==> src/rtl/spmv_sched_pkg.sv <==
// rtl/spmv_sched_pkg.sv - shared state type and width defaults for the SpMV row scheduler
package spmv_sched_pkg;

  localparam int ROW_W_DEF     = 32;
  localparam int RES_W_DEF     = 256;
  localparam int ORD_DEPTH_DEF = 16;

  typedef enum logic [1:0] {
    ST_IDLE  = 2'd0,
    ST_FIRST = 2'd1,
    ST_ROWS  = 2'd2,
    ST_DRAIN = 2'd3
  } sched_state_t;

endpackage

==> src/rtl/sched_order_fifo.sv <==
// rtl/sched_order_fifo.sv - 1-bit order FIFO recording empty (0) / non-empty (1) rows in program order
module sched_order_fifo #(
  parameter int DEPTH = 16
) (
  input  logic clk,
  input  logic rstn,
  input  logic push,
  input  logic push_bit,
  input  logic pop,
  output logic head,
  output logic full,
  output logic empty
);

  localparam int          AW       = $clog2(DEPTH);
  localparam logic [AW:0] FULL_CNT = (AW+1)'(DEPTH);

  logic [DEPTH-1:0] mem;
  logic [AW-1:0]    wr_ptr;
  logic [AW-1:0]    rd_ptr;
  logic [AW:0]      count;
  logic [AW:0]      count_nxt;
  logic             do_push;
  logic             do_pop;

  assign do_push = push && !full;
  assign do_pop  = pop && !empty;
  assign head    = mem[rd_ptr];

  // Occupancy after this cycle's push and pop
  always_comb begin
    count_nxt = count;
    if (do_push && !do_pop) begin
      count_nxt = count + (AW+1)'(1);
    end else if (do_pop && !do_push) begin
      count_nxt = count - (AW+1)'(1);
    end
  end

  // Storage, pointers and registered full/empty flags
  always_ff @(posedge clk or negedge rstn) begin
    if (!rstn) begin
      mem    <= '0;
      wr_ptr <= '0;
      rd_ptr <= '0;
      count  <= '0;
      full   <= 1'b0;
      empty  <= 1'b1;
    end else begin
      if (do_push) begin
        mem[wr_ptr] <= push_bit;
        wr_ptr      <= wr_ptr + AW'(1);
      end
      if (do_pop) begin
        rd_ptr <= rd_ptr + AW'(1);
      end
      count <= count_nxt;
      full  <= (count_nxt == FULL_CNT);
      empty <= (count_nxt == '0);
    end
  end

endmodule

==> src/rtl/spmv_row_sched.sv <==
// rtl/spmv_row_sched.sv - CSR row scheduler: issues per-row nnz to the dot lane, emits ordered row results
module spmv_row_sched
  import spmv_sched_pkg::*;
#(
  parameter int ROW_W     = ROW_W_DEF,
  parameter int RES_W     = RES_W_DEF,
  parameter int ORD_DEPTH = ORD_DEPTH_DEF
) (
  input  logic             clk,
  input  logic             rstn,
  input  logic             start,
  input  logic [ROW_W-1:0] num_rows,
  input  logic [ROW_W-1:0] S_AXIS_PTR_tdata,
  input  logic             S_AXIS_PTR_tvalid,
  output logic             S_AXIS_PTR_tready,
  output logic [ROW_W-1:0] M_AXIS_TIMES_tdata,
  output logic             M_AXIS_TIMES_tvalid,
  input  logic             M_AXIS_TIMES_tready,
  input  logic [RES_W-1:0] S_AXIS_DOT_tdata,
  input  logic             S_AXIS_DOT_tvalid,
  output logic             S_AXIS_DOT_tready,
  output logic [RES_W-1:0] M_AXIS_ROW_tdata,
  output logic [ROW_W-1:0] M_AXIS_ROW_tuser,
  output logic             M_AXIS_ROW_tlast,
  output logic             M_AXIS_ROW_tvalid,
  input  logic             M_AXIS_ROW_tready,
  output logic             busy,
  output logic             done,
  output logic             err
);

  sched_state_t     state;
  logic [ROW_W-1:0] num_rows_q;
  logic [ROW_W-1:0] prev;
  logic [ROW_W-1:0] in_cnt;
  logic [ROW_W-1:0] out_idx;
  logic [ROW_W-1:0] nnz;
  logic             ptr_hs;
  logic             row_hs;
  logic             ord_push;
  logic             ord_bit;
  logic             ord_head;
  logic             ord_full;
  logic             ord_empty;
  logic             last_in;

  assign nnz      = S_AXIS_PTR_tdata - prev;
  assign ptr_hs   = S_AXIS_PTR_tvalid && S_AXIS_PTR_tready;
  assign ord_push = ptr_hs && (state == ST_ROWS);
  // Strictly greater covers both the empty row and the backwards pointer
  assign ord_bit  = (S_AXIS_PTR_tdata > prev);
  assign last_in  = (in_cnt == num_rows_q - ROW_W'(1));
  assign busy     = (state != ST_IDLE);

  // Pointer acceptance: stall on full order FIFO or an occupied TIMES slot
  always_comb begin
    S_AXIS_PTR_tready = 1'b0;
    case (state)
      ST_FIRST: S_AXIS_PTR_tready = 1'b1;
      ST_ROWS:  S_AXIS_PTR_tready = !ord_full && (!M_AXIS_TIMES_tvalid || M_AXIS_TIMES_tready);
      default:  S_AXIS_PTR_tready = 1'b0;
    endcase
  end

  sched_order_fifo #(.DEPTH(ORD_DEPTH)) u_order (
    .clk      (clk),
    .rstn     (rstn),
    .push     (ord_push),
    .push_bit (ord_bit),
    .pop      (row_hs),
    .head     (ord_head),
    .full     (ord_full),
    .empty    (ord_empty)
  );

  // Output side follows the order FIFO head: 0 injects a zero row, 1 forwards the dot result
  assign M_AXIS_ROW_tvalid = !ord_empty && (!ord_head || S_AXIS_DOT_tvalid);
  assign M_AXIS_ROW_tdata  = (!ord_empty && ord_head && S_AXIS_DOT_tvalid) ? S_AXIS_DOT_tdata : '0;
  assign M_AXIS_ROW_tuser  = out_idx;
  assign M_AXIS_ROW_tlast  = M_AXIS_ROW_tvalid && (out_idx == num_rows_q - ROW_W'(1));
  assign S_AXIS_DOT_tready = !ord_empty && ord_head && M_AXIS_ROW_tready;
  assign row_hs            = M_AXIS_ROW_tvalid && M_AXIS_ROW_tready;

  // TIMES output register: loaded by a non-empty row, cleared when taken
  always_ff @(posedge clk or negedge rstn) begin
    if (!rstn) begin
      M_AXIS_TIMES_tvalid <= 1'b0;
      M_AXIS_TIMES_tdata  <= '0;
    end else begin
      if (M_AXIS_TIMES_tvalid && M_AXIS_TIMES_tready) begin
        M_AXIS_TIMES_tvalid <= 1'b0;
      end
      if (ord_push && ord_bit) begin
        M_AXIS_TIMES_tvalid <= 1'b1;
        M_AXIS_TIMES_tdata  <= nnz;
      end
    end
  end

  // Scheduler FSM, row counters and status flags
  always_ff @(posedge clk or negedge rstn) begin
    if (!rstn) begin
      state      <= ST_IDLE;
      num_rows_q <= '0;
      prev       <= '0;
      in_cnt     <= '0;
      out_idx    <= '0;
      done       <= 1'b0;
      err        <= 1'b0;
    end else begin
      done <= 1'b0;
      if (row_hs) begin
        out_idx <= out_idx + ROW_W'(1);
      end
      case (state)
        ST_IDLE: begin
          if (start) begin
            num_rows_q <= num_rows;
            err        <= 1'b0;
            in_cnt     <= '0;
            out_idx    <= '0;
            state      <= ST_FIRST;
          end
        end
        ST_FIRST: begin
          if (ptr_hs) begin
            prev  <= S_AXIS_PTR_tdata;
            state <= (num_rows_q == '0) ? ST_DRAIN : ST_ROWS;
          end
        end
        ST_ROWS: begin
          if (ptr_hs) begin
            prev   <= S_AXIS_PTR_tdata;
            in_cnt <= in_cnt + ROW_W'(1);
            if (S_AXIS_PTR_tdata < prev) begin
              err <= 1'b1;
            end
            if (last_in) begin
              state <= ST_DRAIN;
            end
          end
        end
        ST_DRAIN: begin
          if ((row_hs && M_AXIS_ROW_tlast) || (num_rows_q == '0)) begin
            done  <= 1'b1;
            state <= ST_IDLE;
          end
        end
      endcase
    end
  end

endmodule

==> config.mk <==
export PLATFORM = sky130hd
export DESIGN_NAME = spmv_row_sched
export DESIGN_NICKNAME = d
export VERILOG_FILES = /design/src/rtl/spmv_sched_pkg.sv /design/src/rtl/sched_order_fifo.sv /design/src/rtl/spmv_row_sched.sv
export SDC_FILE = /design/constraint.sdc
export NUM_CORES = 1
export LEC_CHECK = 0
export BUFFER_PORTS_ARGS = -buffer_cell sky130_fd_sc_hd__buf_2
export CORE_AREA = 2 2 252 254
export CTS_BUF_LIST = sky130_fd_sc_hd__clkbuf_16
export DETAILED_ROUTE_END_ITERATION = 8
export DIE_AREA = 0 0 254 256
export MAX_ROUTING_LAYER = met4
export SETUP_SLACK_MARGIN = 0.05
export SYNTH_ARGS = -nofsm -noshare
export SYNTH_HDL_FRONTEND = slang
export SYNTH_SLANG_ARGS = --single-unit
==> constraint.sdc <==
create_clock -name clk -period 3.95 [get_ports clk]
set_clock_uncertainty 0.2 [all_clocks]
set_input_delay 0.395 -clock clk [delete_from_list [all_inputs] [get_ports clk]]
set_output_delay 0.395 -clock clk [all_outputs]
set_load 0.01 [all_outputs]
==> Word-level counts from Yosys, hierarchy flattened <==
Cells that the tools add are included.
{ "totals": {"out_inout_bits": 328, "input_bits": 327, "wordCells": 108, "register_bits": 196} }
{ "classes": {"order_cmp": 5, "n_eq_ne": 12, "addsub": 8, "muxes": 30, "n_reduce_logical": 38} }
{ "ops": {"columns": ["cell", "count"], "rows": [
  ["two-way mux 256 bit", 1],
  ["two-way mux 32 bit", 5],
  ["adder 32 x 1 -> 32 bit (second input constant)", 2],
  ["equality test 32 bit", 2],
  ["one-hot mux 32 bit (2 select lines)", 1],
  ["greater-than comparator 32 bit", 1],
  ["zero test 32 bit", 1],
  ["less-than comparator 32 bit", 1],
  ["subtractor 32 x 1 -> 32 bit (second input constant)", 1],
  ["subtractor 32 bit", 1],
  ["logical AND 1 bit", 17],
  ["bitwise mux 16 bit", 1],
  ["less-than comparator 4 x 5 -> 1 bit (second input constant)", 2],
  ["two-way mux 1 bit", 10],
  ["two-way mux 2 bit", 5],
  ["two-way mux 5 bit", 2],
  ["inequality test 2 bit (second input constant)", 5],
  ["adder 4 x 1 -> 4 bit (second input constant)", 2],
  ["one-hot mux 2 bit (4 select lines)", 1],
  ["zero test 1 bit", 6],
  ["nonzero test 2 bit", 3],
  ["adder 5 x 1 -> 5 bit (second input constant)", 1],
  ["equality test 5 bit (second input constant)", 1],
  ["zero test 5 bit", 1],
  ["15 further kinds", 20]
]} }

==> Logic depth before layout (Yosys ltp) <==
Gate-level depths: netlist of run 1.
{ "depth": {"word_depth": 12, "mapped_depth": 14, "ltp_nobuf": 13} }

==> Hierarchy <==
Synthesis of run 1 repeated with hierarchy kept, for this count alone.
{ "hier_totals": {"cells_unflattened": 1640, "hier_area_um2": 14022.2} }
{ "by_module_without_submodules": {"columns": ["mod", "seq_area_each_um2", "area_each_um2", "cells_per_inst", "instances"], "rows": [
  ["spmv_row_sched", 4129.0, 12390.6, 1498, 1],
  ["sched_order_fifo", 777.0, 1631.6, 142, 1]
]} }

==> Worst setup path after synthesis of run 1 <==
OpenSTA, ideal clock, no wires.
{ "synth_timing": {"path_kind": "reg2reg", "startpoint": "register num_rows_q[2]", "endpoint": "register state[1]", "t_arrival_ns": 3.270, "path_buffers": 0, "period_less_slack_ns": 3.598, "stages_incl_launch_ff": 11, "setup_slack_ns": 0.352, "setup_ns": 0.128, "path_cell_list": "dfrtp_1 -> nor4_4 -> nand4_4 -> or4_4 -> a2111oi_4 -> o2111ai_1 -> nor4_1 -> and4_1 -> a21oi_1 -> a22oi_1 -> mux2_1"} }
{ "synth_via": {"elab_chain_cells": 7, "elab_cells_between_ends": 10, "classes_between": "1 x add/sub; 4 x eq/ne; 5 x reduce/logical"} }
{ "synth_rtl": {"columns": ["item", "line_no", "rtl"], "rows": [
  ["from (decl)", "spmv_row_sched.sv:33", "logic [ROW_W-1:0] num_rows_q;"],
  ["from (signal assigned)", "spmv_row_sched.sv:118", "num_rows_q <= num_rows;"],
  ["subtractor 32 x 1 -> 32 bit", "spmv_row_sched.sv:80", "assign M_AXIS_ROW_tlast = M_AXIS_ROW_tvalid && (out_idx == num_rows_q - ROW_W'(1));"],
  ["equality test 32 bit", "spmv_row_sched.sv:80", null],
  ["logical AND 1 bit", "spmv_row_sched.sv:80", null],
  ["named net M_AXIS_ROW_tlast", "spmv_row_sched.sv:24", "output logic M_AXIS_ROW_tlast,"],
  ["logical AND 1 bit", "spmv_row_sched.sv:144", "if ((row_hs && M_AXIS_ROW_tlast) || (num_rows_q == '0)) begin"],
  ["logical OR 1 bit", "spmv_row_sched.sv:144", null],
  ["inequality test 2 bit (no line)", null, null],
  ["AND reduction 5 bit (no line)", null, null],
  ["to (signal assigned)", "spmv_row_sched.sv:128", "state <= (num_rows_q == '0) ? ST_DRAIN : ST_ROWS;"],
  ["to (decl)", "spmv_row_sched.sv:32", "sched_state_t state;"]
]} }
The timed path passes the listed nets, and every way through them passes these cells.
A chain may end at the register's enable or synchronous reset.

==> Final worst setup path of run 1 <==
{ "layout_timing": {"startpoint": "register num_rows_q[20]", "endpoint": "output M_AXIS_ROW_tlast"} }
{ "layout_via": {"elab_chain_cells": 3} }
{ "layout_rtl": {"columns": ["item", "line_no"], "rows": [
  ["subtractor 32 x 1 -> 32 bit", "spmv_row_sched.sv:80"],
  ["equality test 32 bit", "spmv_row_sched.sv:80"],
  ["logical AND 1 bit", "spmv_row_sched.sv:80"],
  ["to (decl)", "spmv_row_sched.sv:24"]
]} }
Every way passes these cells.

==> metrics.txt, run 1 <==
status complete, no violations; placed inst area about 19000 sq um; Fin Hold WS approximately 130 ps; initial antenna violation count between 60 and 70; warnings from Yosys 0; Final nets about 2700; CP max stage cell or4_4; Rows 92; largest net degree at the start of global routing 98; Sink Count between 150 and 200; # DRC 0; gpl congestion 0.989; Synth async-reset ratio 1.00; data required time of the critical path about 3400 ps; # Max-Cap Violations 0; slew margin rel. 0.413; area of the mapped netlist between 10000 and 15000 sq um; post-layout min period ~3800 ps; CTS clk-pin slew, worst paths 80 ps; grt total ovfl 0; fraction of layout cells with a size suffix above 1 0.375; initial DRC count between 1000 and 1500; vias per inst ~4.6; Max VDD drop around 0.29 mV; setup tns final 0 ps; I/O Pins 655; final setup fails 0; Static Leak a little over 10 nW; DR WL/cell between 20 and 30 um; DP Cell Count 3087; vias 15000; post-route cell area 20200 sq um; WP buf/inv 3; post-synthesis adder-cell area fraction 0.0432; area share of xor/xnor cells in the synthesized design 0.113; post-DP HPWL approximately 84000 um; largest stage delay on the critical path around 600 ps; post-synthesis sequential area ratio 0.356; Post-synth EDFFs 0; largest family of logic cells by synthesized area simple AND/OR/NAND/NOR gates; Worst setup SP type register; non-filler cells in the finished layout between 3000 and 4000; # H-tree levels 4; pwr/cell area between 600 and 700 nW/um^2; Clock Latency Late Sink roughly 500 ps; crit share post-route 0.959; critical-path cell list or4_4, nor4_4, buf_4, nand4b_1, xor2_2, xnor2_1, nor4_2, buf_4, and4_4, buf_6; CTS Root Cell clkbuf_16; Buffers on Ports ~650; TritonCTS Buffers 17; gr usage total 0.300; Primary FF master, synth dfrtp_1; RSZ-0062 raised after global routing true; Top delay family on crit path simple AND/OR/NAND/NOR gates; post-route ant nets 0; die footprint approximately 65000 sq um; WP data arrival 3190 ps; worst setup path class register to output port; vias in the first global route about 15000; Mean Syn Cell Area 8.68 sq um; first-pass iteration count of the detailed router 8; Post-Syn Instances 1590; post-synthesis compound-gate area fraction 0.106; multiplexer share of the synthesized area 0.0502; Final Slew Violations 0; die span in x around 250 um; Die Height 256 um; final core occ 0.323; Post-Syn Nets just under 2000; Crit Path Max Fanout 5; Achievable Freq 264 MHz; CTS tree done; Starting Density 0.221; Area growth, synth to finish 46.1%; Simple-Gate Fraction of Synth Area 0.293; maximum buffer depth of the clock tree 2; Total Wirelength ~96000 um; crit path capture type output port; final hold vios 0; hold crit path type primary input to register; measured slew at the worst slew-check pin 881 ps; synthesis-stage register bit count ~200; Yosys cell types 70; core area around 62000 sq um; CP most frequent cell buf_4; first-pass GRT wire length 127000 um
-- layer usage --
| metal | share of wire | vias up | track usage |
|---|---|---|---|
| li1 | - | 6915 | - |
| met5 | 0 | - | - |
| met4 | 0.035 | 0 | 0.102 |
| met2 | 0.48 | 724 | 0.490 |
| met3 | 0.065 | 134 | 0.0652 |
| met1 | 0.42 | 7193 | 0.366 |
-- final timing paths --
| check | from | to | slack (ps) | cells past startpoint |
|---|---|---|---|---|
| setup reg to reg | num_rows_q[20]$_DFFE_PN0P_ | state[1]$_DFFE_PN0P_ | 250 | 12 |
| hold / removal | start | err$_DFFE_PN0P_ | 130 | 3 |
| setup / recovery | num_rows_q[20]$_DFFE_PN0P_ | M_AXIS_ROW_tlast | 160 | 10 |
| max in group asynchronous | rstn | u_order.empty$_DFF_PN1_ | 2350 | 3 |
| min in group asynchronous | rstn | done$_DFF_PN0_ | 350 | 2 |
| hold reg to reg | M_AXIS_TIMES_tdata[7]$_DFFE_PN0P_ | M_AXIS_TIMES_tdata[7]$_DFFE_PN0P_ | 280 | 2 |
-- worst register-to-register path, stage by stage (launching register included) --
cell and delay, ps:
dfrtp_1 380, or4_4 600, nor4_4 230, buf_4 190, nand2_2 60, a31o_2 210
a221oi_1 300, o211ai_1 160, a2111oi_1 350, buf_4 180, nand4_1 160, a22oi_2 230
mux2_1 330
-- where the power goes --
| part | switching, mW | total [mW] | internal [mW] |
|---|---|---|---|
| Sequential | 0.631 | 3.27 | 2.64 |
| Combinational | 4.36 | 7.41 | 3.05 |
| Clock | 0.952 | 1.86 | 0.911 |
| Total | 5.94 | 12.5 | 6.60 |
-- cell type report --
type                    count  area (sq um)
repair buffers            810          4730
multi-input cells        1255          8560
inverters                  60           225
diodes                     30          75.1
clock buffers              17           425
well taps                 846          1060
fillers                  6719         42200
clock inverters            15           179
flip-flops and latches    196          4910
-- layout by cell type (no fill, tap or decap), drive strengths merged, types with 31 or more instances in the layout --
cell,netlist,final
a21oi,48,48
and2,267,267
ha,46,46
o21ai,102,102
xnor2,91,91
dlygate4sd3,0,65
mux2,50,50
nand3,34,34
nor2,115,115
nand2,147,147
dfrtp,195,195
inv,60,69
buf,13,744
xor2,79,79
and3,31,31
-- repair_timing --
item / 4_1_cts / 5_1_grt
resized for setup: 10 / 38
endpoints found under the hold margin: 159 / 0
setup endpoints to repair: 3 / 53
pin swaps: 4 / 12
buffers inserted: 4 / 11
hold buffers: 65 / 0
-- cells in the mapped netlist, types with 4 or more instances --
master     count  area, sq um
ha_1          46          576
mux2i_1        4         40.0
and2_1       267         1670
or4_1          9         67.6
a21o_1        14          105
xnor2_1       91          797
o22ai_1        5         31.3
a2111oi_0      6         52.6
clkbuf_1      66          248
buf_2          9         45.0
nand3b_1       5         37.5
a211oi_1       4         30.0
buf_1          4         15.0
nand2b_1      14         87.6
and3_1        31          194
a221oi_1       4         35.0
a21oi_1       48          240
dfrtp_1      195         4880
or3_1         13         81.3
nand3_1       34          170
o21bai_1       4         30.0
nor3_1        16         80.1
nand4_1       26          163
nor2b_1       20          125
nor4_4         4         85.1
o2111ai_1      4         35.0
o21a_1        11         82.6
nor4_1        17          106
o21ai_0      102          510
inv_1         60          225
mux4_2         4         90.1
o31ai_1        5         37.5
mux2_2        49          552
nor3b_1        5         37.5
nand2_1      146          548
nor2_1       113          424
xor2_1        79          692
a211o_1        4         35.0
-- sequential cells by signal, summed over array words and instances (netlist names) --
name,cells
u_order.wr_ptr,4
M_AXIS_ROW_tuser,32
err,1
u_order.mem,16
in_cnt,32
prev,32
state,2
num_rows_q,32
done,1
M_AXIS_TIMES_tdata,32
u_order.empty,1
u_order.count,5
u_order.full,1
M_AXIS_TIMES_tvalid,1
u_order.rd_ptr,4
-- stage by stage --
stage	total power [mW]	setup WS, ps
CTS	12.4	53.8
floorplan	7.29	352
global placement	10.4	77.5
global route	13.3	37.8
detailed placement	10.4	55.2
finish	12.5	161
-- logic make-up (layout without fill, tap and decap cells) --
group	count (synthesis)	after routing
AOI/OAI and AO/OA	238	238
and+or+nand+nor	739	739
buffers and inverters	139	902
other	0	30
xor gates and xnor gates	173	173
DFF	196	196
adders and majority gates	47	47
muxes	58	58
Note: power is estimated with default switching activity, not from simulation.
==> run 2, diff against run 1 <==
Settings changed: CORE_AREA 2 2 252 254 to 2 2 257 259, CTS_BUF_LIST sky130_fd_sc_hd__clkbuf_16 to sky130_fd_sc_hd__clkbuf_8, DIE_AREA 0 0 254 256 to 0 0 259 261.
==> metrics.txt, run 2 (same netlist as run 1, synthesis figures left out) <==
status finished, violations left; failing checks setup timing; WP data arrival 3360 ps; crit share post-route 1.00; placed inst area roughly 19000 sq um; Buffers on Ports about 650; Area growth, synth to finish 45.5%; most frequent cells in the layout 652 x buf_2, 255 x and2_1, 189 x dfrtp_1; worst setup path class register to output port; Static Leak 10.1 nW; Total Wirelength 94100 um; final hold vios 0; core area approximately 65000 sq um; dpl ws around 110 ps; Top delay family on crit path simple AND/OR/NAND/NOR gates; grt total ovfl 0; Worst setup SP type register; post-route ant nets 0; CTS tree done; Final Slew Violations 0; I/O Pins between 600 and 700; critical-path cell list or4_4, buf_4, nor4_4, buf_4, nand4b_1, xor2_2, xnor2_1, nor4_1, and4_1, buf_6, buf_6; gr usage total 0.280; crit path capture type output port; initial DRC count 1093; Crit Path Max Fanout 4; die footprint roughly 68000 sq um; Final nets around 2700; Max VDD drop a little under 0.3 mV; # Max-Cap Violations 0; Die Height approximately 260 um; vias roughly 15000; slack of the critical path -0.308 ps; post-route cell area 20100 sq um; CTS clk-pin slew, worst paths between 100 and 150 ps; # H-tree levels 4; most common cell after layout, fill and taps aside buf_2; Fin Hold WS 67.0 ps; Final Power ~12 mW; post-layout min period a little under 4000 ps; largest stage delay on the critical path roughly 600 ps; Rows 94; initial antenna violation count between 50 and 60; Sink Count about 200; slew margin rel. 0.440; hold crit path type primary input to register; WP buf/inv 4; Clock Latency Late Sink ~570 ps; pwr/cell area slightly above 600 nW/um^2; first-pass iteration count of the detailed router 6; setup tns final -0.308 ps; maximum buffer depth of the clock tree 2; Achievable Freq between 200 and 300 MHz; CP max stage cell or4_4; first-pass GRT wire length approximately 120000 um; die span in x around 260 um; vias per inst around 4.6; measured slew at the worst slew-check pin ~840 ps; RSZ-0062 raised after global routing true; DR WL/cell around 29 um; final setup fails 1; TritonCTS Buffers 17; largest net degree at the start of global routing 89; vias in the first global route between 10000 and 15000; fraction of layout cells with a size suffix above 1 0.384; Starting Density 0.212; fill count about 7000; data required time of the critical path around 3400 ps; # DRC 0; gpl congestion just over 1; post-DP HPWL roughly 82000 um; CTS Root Cell clkbuf_8
run 2: changes by cell type in the layout (fill, tap and decap cells not counted), sizes merged:
| cell | delta |
|---|---|
| clkinv | -1 |
| inv | -1 |
| diode | +10 |
| dlygate4sd3 | +1 |
| buf | +8 |
| clkbuf | +1 |
| clkinvlp | +1 |
run 2: cell type report:
type / instances / area (sq um) / share of cell area
flip-flops and latches: 196 / 4910 / 0.245
clock buffers: 18 / 248 / 0.0123
diodes: 40 / 100 / 0.00498
well taps: 864 / 1080 / 0.0538
inverters: 60 / 225 / 0.0112
clock inverters: 14 / 128 / 0.00635
repair buffers: 819 / 4780 / 0.238
multi-input cells: 1255 / 8610 / 0.429
run 2: power breakdown:
part	switching [mW]	internal [mW]	total [mW]
logic	4.58	3.09	7.66
clock network	0.814	0.522	1.34
registers	0.591	2.64	3.23
total	5.98	6.25	12.2
run 2: worst paths after layout:
check	slack, ps	start	to	cells after the start
min	70	M_AXIS_TIMES_tready	M_AXIS_TIMES_tvalid$_DFFE_PN0P_	3
min in group asynchronous	260	rstn	M_AXIS_ROW_tuser[26]$_DFF_PN0_	2
max in group asynchronous	2240	rstn	prev[29]$_DFFE_PN0P_	3
max	-0.3	num_rows_q[5]$_DFFE_PN0P_	M_AXIS_ROW_tlast	11
max reg2reg	150	num_rows_q[5]$_DFFE_PN0P_	state[1]$_DFFE_PN0P_	14
min reg2reg	290	M_AXIS_TIMES_tdata[21]$_DFFE_PN0P_	M_AXIS_TIMES_tdata[21]$_DFFE_PN0P_	2
run 2: per-layer routing:
metal | wire, um | share of wire | track usage | up-vias
li1 | - | - | - | 6960
met1 | 37300 | 0.40 | 0.314 | 7188
met2 | 45800 | 0.49 | 0.466 | 621
met3 | 7510 | 0.080 | 0.0893 | 115
met4 | 3490 | 0.037 | 0.100 | 0
met5 | 0 | 0 | - | -
run 2: what timing repair did:
item                                    in CTS  in global routing
pin swaps                                   10                 11
gates resized for setup                     34                 36
hold endpoints to repair                   150                  0
hold buffers                                66                  0
endpoints found under the setup margin      54                 59
setup buffers                               10                 12
run 2: per-stage QoR:
step / util / instances
3_3_place_gp: 0.285 / 3106
5_1_grt: 0.309 / 3263
2_1_floorplan: - / 1590
3_5_place_dp: 0.285 / 3106
4_1_cts: 0.304 / 3214
6_report: 0.309 / 3266
run 2: worst register-to-register path, cell delays in order (launching register included):
cell	delay, ps
dfrtp_2	450
or4_4	610
buf_4	180
nor4_4	140
buf_4	180
nand4b_1	140
xor2_2	190
xnor2_1	140
nor4_1	270
and4_1	290
buf_4	130
buf_4	100
a21oi_1	110
a22oi_2	220
mux2_1	340
